[config.mk]
export PLATFORM = sky130hd
export DESIGN_NAME = mm_refill_responder
export DESIGN_NICKNAME = d
export VERILOG_FILES = /design/src/rtl/cache_pkg.sv /design/src/rtl/mm_refill_responder.sv
export SDC_FILE = /design/constraint.sdc
export NUM_CORES = 1
export LEC_CHECK = 0
export ABC_AREA = 1
export CAP_MARGIN = 0
export CORE_MARGIN = 2
export CORE_UTILIZATION = 32
export DETAILED_ROUTE_END_ITERATION = 8
export PLACE_DENSITY = 0.82
export SYNTH_ARGS = -nofsm -noshare
export SYNTH_HDL_FRONTEND = slang
export SYNTH_SLANG_ARGS = --single-unit
[constraint.sdc]
create_clock -name clk -period 1.4 [get_ports clk]
set_input_delay 0.14 -clock clk [delete_from_list [all_inputs] [get_ports clk]]
set_output_delay 0.14 -clock clk [all_outputs]
set_load 0.01 [all_outputs]
[src/rtl/cache_pkg.sv]
// cache_pkg: shared cache encodings, block geometry and refill FSM states.
package cache_pkg;
    localparam int WORDS_PER_BLOCK = 4;
    localparam int WORD_IDX_W = 2;
    localparam int BYTE_OFF_W = 2;
    localparam int BLOCK_OFF_W = WORD_IDX_W + BYTE_OFF_W;
    typedef enum logic [2:0] {IDLE, GRANT, EVICT, FILL, DRAIN} mm_state_t;
    typedef enum logic [1:0] {MESI_I = 2'b00, MESI_S = 2'b01, MESI_M = 2'b10, MESI_E = 2'b11} mesi_t;
endpackage

[src/rtl/mm_refill_responder.sv]
// mm_refill_responder: serves a cache miss by writing back a dirty victim block
// and refilling the missing block, one word per cycle, from a 1-cycle-latency memory.
module mm_refill_responder #(
    parameter int ADDR_WIDTH = 14,
    parameter int DATA_WIDTH = 32,
    parameter int WORDS_PER_BLOCK = cache_pkg::WORDS_PER_BLOCK
) (
    input  logic                                       clk,
    input  logic                                       nrst,
    input  logic                                       i_req,
    input  logic                                       i_evict_en,
    input  logic [ADDR_WIDTH-cache_pkg::BLOCK_OFF_W-1:0] i_refill_addr,
    input  logic [ADDR_WIDTH-cache_pkg::BLOCK_OFF_W-1:0] i_evict_addr,
    input  logic [DATA_WIDTH-1:0]                      i_evict_word,
    output logic                                       o_readymm,
    output logic [1:0]                                 o_word_idx,
    output logic                                       o_refill_valid,
    output logic [DATA_WIDTH-1:0]                      o_refill_word,
    output logic                                       o_done_mm,
    output logic [ADDR_WIDTH-3:0]                      o_mem_addr,
    output logic                                       o_mem_we,
    output logic [DATA_WIDTH-1:0]                      o_mem_wdata,
    input  logic [DATA_WIDTH-1:0]                      i_mem_rdata
);
    import cache_pkg::*;
    localparam int BW = ADDR_WIDTH - BLOCK_OFF_W;
    localparam logic [WORD_IDX_W-1:0] LAST = WORD_IDX_W'(WORDS_PER_BLOCK - 1);
    mm_state_t state, state_d;
    logic [WORD_IDX_W-1:0] cnt, cnt_d, rd_idx;
    logic ev_flag, rd_pend;
    logic [BW-1:0] refill_q, evict_q;
    always_ff @(posedge clk or negedge nrst) begin
        if (!nrst) begin
            state    <= IDLE;
            cnt      <= '0;
            ev_flag  <= 1'b0;
            refill_q <= '0;
            evict_q  <= '0;
            rd_pend  <= 1'b0;
            rd_idx   <= '0;
        end else begin
            state   <= state_d;
            cnt     <= cnt_d;
            rd_pend <= state == FILL;
            rd_idx  <= cnt;
            if (state == GRANT) begin
                ev_flag  <= i_evict_en;
                refill_q <= i_refill_addr;
                evict_q  <= i_evict_addr;
            end
        end
    end
    // The GRANT decision uses the value being latched on this same edge.
    always_comb begin
        state_d = state;
        cnt_d   = cnt;
        case (state)
            IDLE: begin
                cnt_d   = '0;
                state_d = i_req ? GRANT : IDLE;
            end
            GRANT: state_d = i_evict_en ? EVICT : FILL;
            EVICT: begin
                cnt_d   = cnt + 1'b1;
                state_d = cnt == LAST ? FILL : EVICT;
            end
            FILL: begin
                cnt_d   = cnt + 1'b1;
                state_d = cnt == LAST ? DRAIN : FILL;
            end
            default: state_d = IDLE;
        endcase
    end
    assign o_readymm      = state == GRANT;
    assign o_done_mm      = state == DRAIN;
    assign o_refill_valid = rd_pend;
    assign o_refill_word  = rd_pend ? i_mem_rdata : '0;
    assign o_mem_we       = state == EVICT && ev_flag;
    assign o_mem_wdata    = o_mem_we ? i_evict_word : '0;
    assign o_word_idx     = state == EVICT ? cnt : rd_pend ? rd_idx : '0;
    assign o_mem_addr     = state == EVICT ? {evict_q, cnt} : state == FILL ? {refill_q, cnt} : '0;
endmodule

==> qor.txt <==
Ant diodes: 0
Hold_buf cts: 0
Slew @ Worst Pin: 0.353 ns
Gr ovfl total: 0
WL/cell: 13.2 um
Chip Height: 81.7 um
DR pass1 iterations: 4
Sequential area share after synthesis: 37.6%
Final min period: 1.64 ns
Die area: 6670 sq um
CP Capture Type: output port
Initial DRC count: 85
CP top delay family: flip-flops
Share of layout cells above drive strength 1: 36.8%
Post-route setup TNS: -9.92 ns
Clock transition at path regs: 0.06 ns
Worst path cell trace: nor2_8 -> nand2_4 -> inv_8 -> nand2_8 -> clkbuf_16 -> nor2_2 -> buf_2
Clk sinks: 29
Critical path required time: 1.26 ns
Yosys Warn Count: 0
Critical path buffer and inverter count: 3
Clock Tree Root: clkbuf_8
CTS buffer count: 5
Outcome: complete, but fails checks
Vias in the first global route: 2273
Syn_area_per_cell: 6.33 sq um
Worst-skew pair later-pin latency: 0.28 ns
CTS tree: built
Detail Route Antenna Nets: 0
Slowest stage cell, crit path: dfrtp_2
Leading cell type in the layout, fill and taps excluded: nand2_1
Crit Path Class: reg -> out
Tcrit/Tclk final: 117%
Max_cap viols: 0
Longest Clk Path Bufs: 2
First-pass GRT wire length: 10600 um
CTS H-Tree Depth: 2
Fmax: 0.611 GHz
Register bit count reported by yosys: 29
Initial Utilization: 32.8%
Die X: 81.7 um
Startpoint types: flop
Clk_skew: 0.00307 ns
Multi-input logic area: 1090 sq um
Unrepaired setup endpoints after global routing: yes
Top cells by area, synth: dfrtp_1, nand2_1, inv_1
Total number of vias: 2479
Port bufs: 169
Peak VDD IR: 0.00120 V
Register area: 728 sq um
Max incr delay on CP: 0.44 ns
Power Density: 1860 nW/um^2
Nets: 589
Via density: 4.31
Crit path max fanout: 6
Total GRT Usage: 20.3%
P_leak: 2.47 nW
Library cells used by synthesis: 18
Final WL: 7610 um
Area growth, synth to finish: 123%
Max-slew violation count: 0
Final Wtd Congestion: 0.804
Initial antenna violation count: 0
Core area: 5890 sq um
Setup WS post-layout: -0.237 ns
Final-layout fill cell count: 419
Failing checks: setup timing
Dominant cell type by area after synthesis: dfrtp_1
Worst path arrival time: 1.50 ns
Rows: 28
Slew HR: 76.4%
Synthesized cell area: 1930 sq um
I/O pin cnt: 170
DRC: 0
Count of final setup violators: 63
Final hold viol count: 0
Post-DP HPWL: 5200 um
Synthesized Nets: 394
Largest net degree at the start of global routing: 30
Most frequent cells in the layout: nand2_1, clkdlybuf4s50_1, inv_1
WHS: 0.241 ns
Syn Inst Count: 305
Hold/Removal Path Class: in -> async
R2R Setup Slk: 0.16 ns
Share of the synthesized area in the top cell type: 37.6%
[report_power, final]
part | switching [mW] | total (mW) | internal (mW)
clock | 0.289 | 0.678 | 0.389
combinational | 2.90 | 5.84 | 2.94
sequential | 0.250 | 1.50 | 1.25
[worst paths after layout]
kind / endpoint / start / depth (start not counted)
worst max-delay path: o_mem_wdata[3] / state[2] / 7
worst min register to register: rd_idx[1] / cnt[1] / 0
worst min-delay path: evict_q[2] / nrst / 2
min in group clk: refill_q[1] / i_refill_addr[1] / 3
max in group asynchronous: o_refill_valid / nrst / 2
worst max register to register: evict_q[6] / state[1] / 7
[per-stage QoR]
stage	utilization [%]	setup WS [ns]	power [mW]	std cells	cell area, sq um
detailed placement	64.5	-0.320	6.19	554	3790
global route	73.3	-0.316	8.61	575	4310
floorplan	-	0.219	3.72	305	1930
finish	73.3	-0.237	8.02	575	4310
CTS	65.6	-0.229	7.08	569	3860
global placement	64.5	-0.286	6.08	554	3790
[cell type report]
class | instances | area share (%)
Inverter | 77 | 6.88
Clock buffer | 7 | 2.00
Sequential cell | 29 | 16.9
Multi-Input combinational cell | 186 | 25.3
Timing Repair Buffer | 201 | 46.7
Tap cell | 75 | 2.18
[logic make-up after synthesis]
kind of cell / Yosys count / share of synthesized area [%]
AND/OR/NAND/NOR: 179 / 40.8
AO/OA/AOI/OAI: 6 / 1.68
buffers and inverters: 90 / 19.3
adder cells (fa/ha/maj): 1 / 0.648
flip-flops: 29 / 37.6
[registers in the layout, summed over array words and instances, names as in the netlist]
name,cells
o_refill_valid,1
state,3
rd_idx,2
cnt,2
evict_q,10
ev_flag,1
refill_q,10
[layer usage]
layer  up-vias  track usage, %  part of all wire [%]
met5         -               0                     0
met3         9            6.37                    10
met2       102            37.7                    52
li1       1232               -                     -
met1      1136            22.8                    36
met4         0            4.17                   1.5
[Yosys cell counts]
master      n
nor3_1      1
buf_6       3
nor2_2     29
buf_4       2
buf_2       4
clkbuf_1    4
inv_2       2
dfrtp_1    29
nand3_2     1
inv_1      75
nor2_8      1
o21ai_0     5
ha_1        1
nand2_4     2
nand3_1     4
nor2_1      8
o21a_1      1
nand2_1   133
[timing repair]
item                       4_1_cts  5_1_grt
setup endpoints to repair       82       80
pin swaps                        2        7
setup buffers                    4        4
hold endpoints to repair         0        0
gates cloned                     4        3
resized for setup              325      115
(Power assumes the default switching activity.)
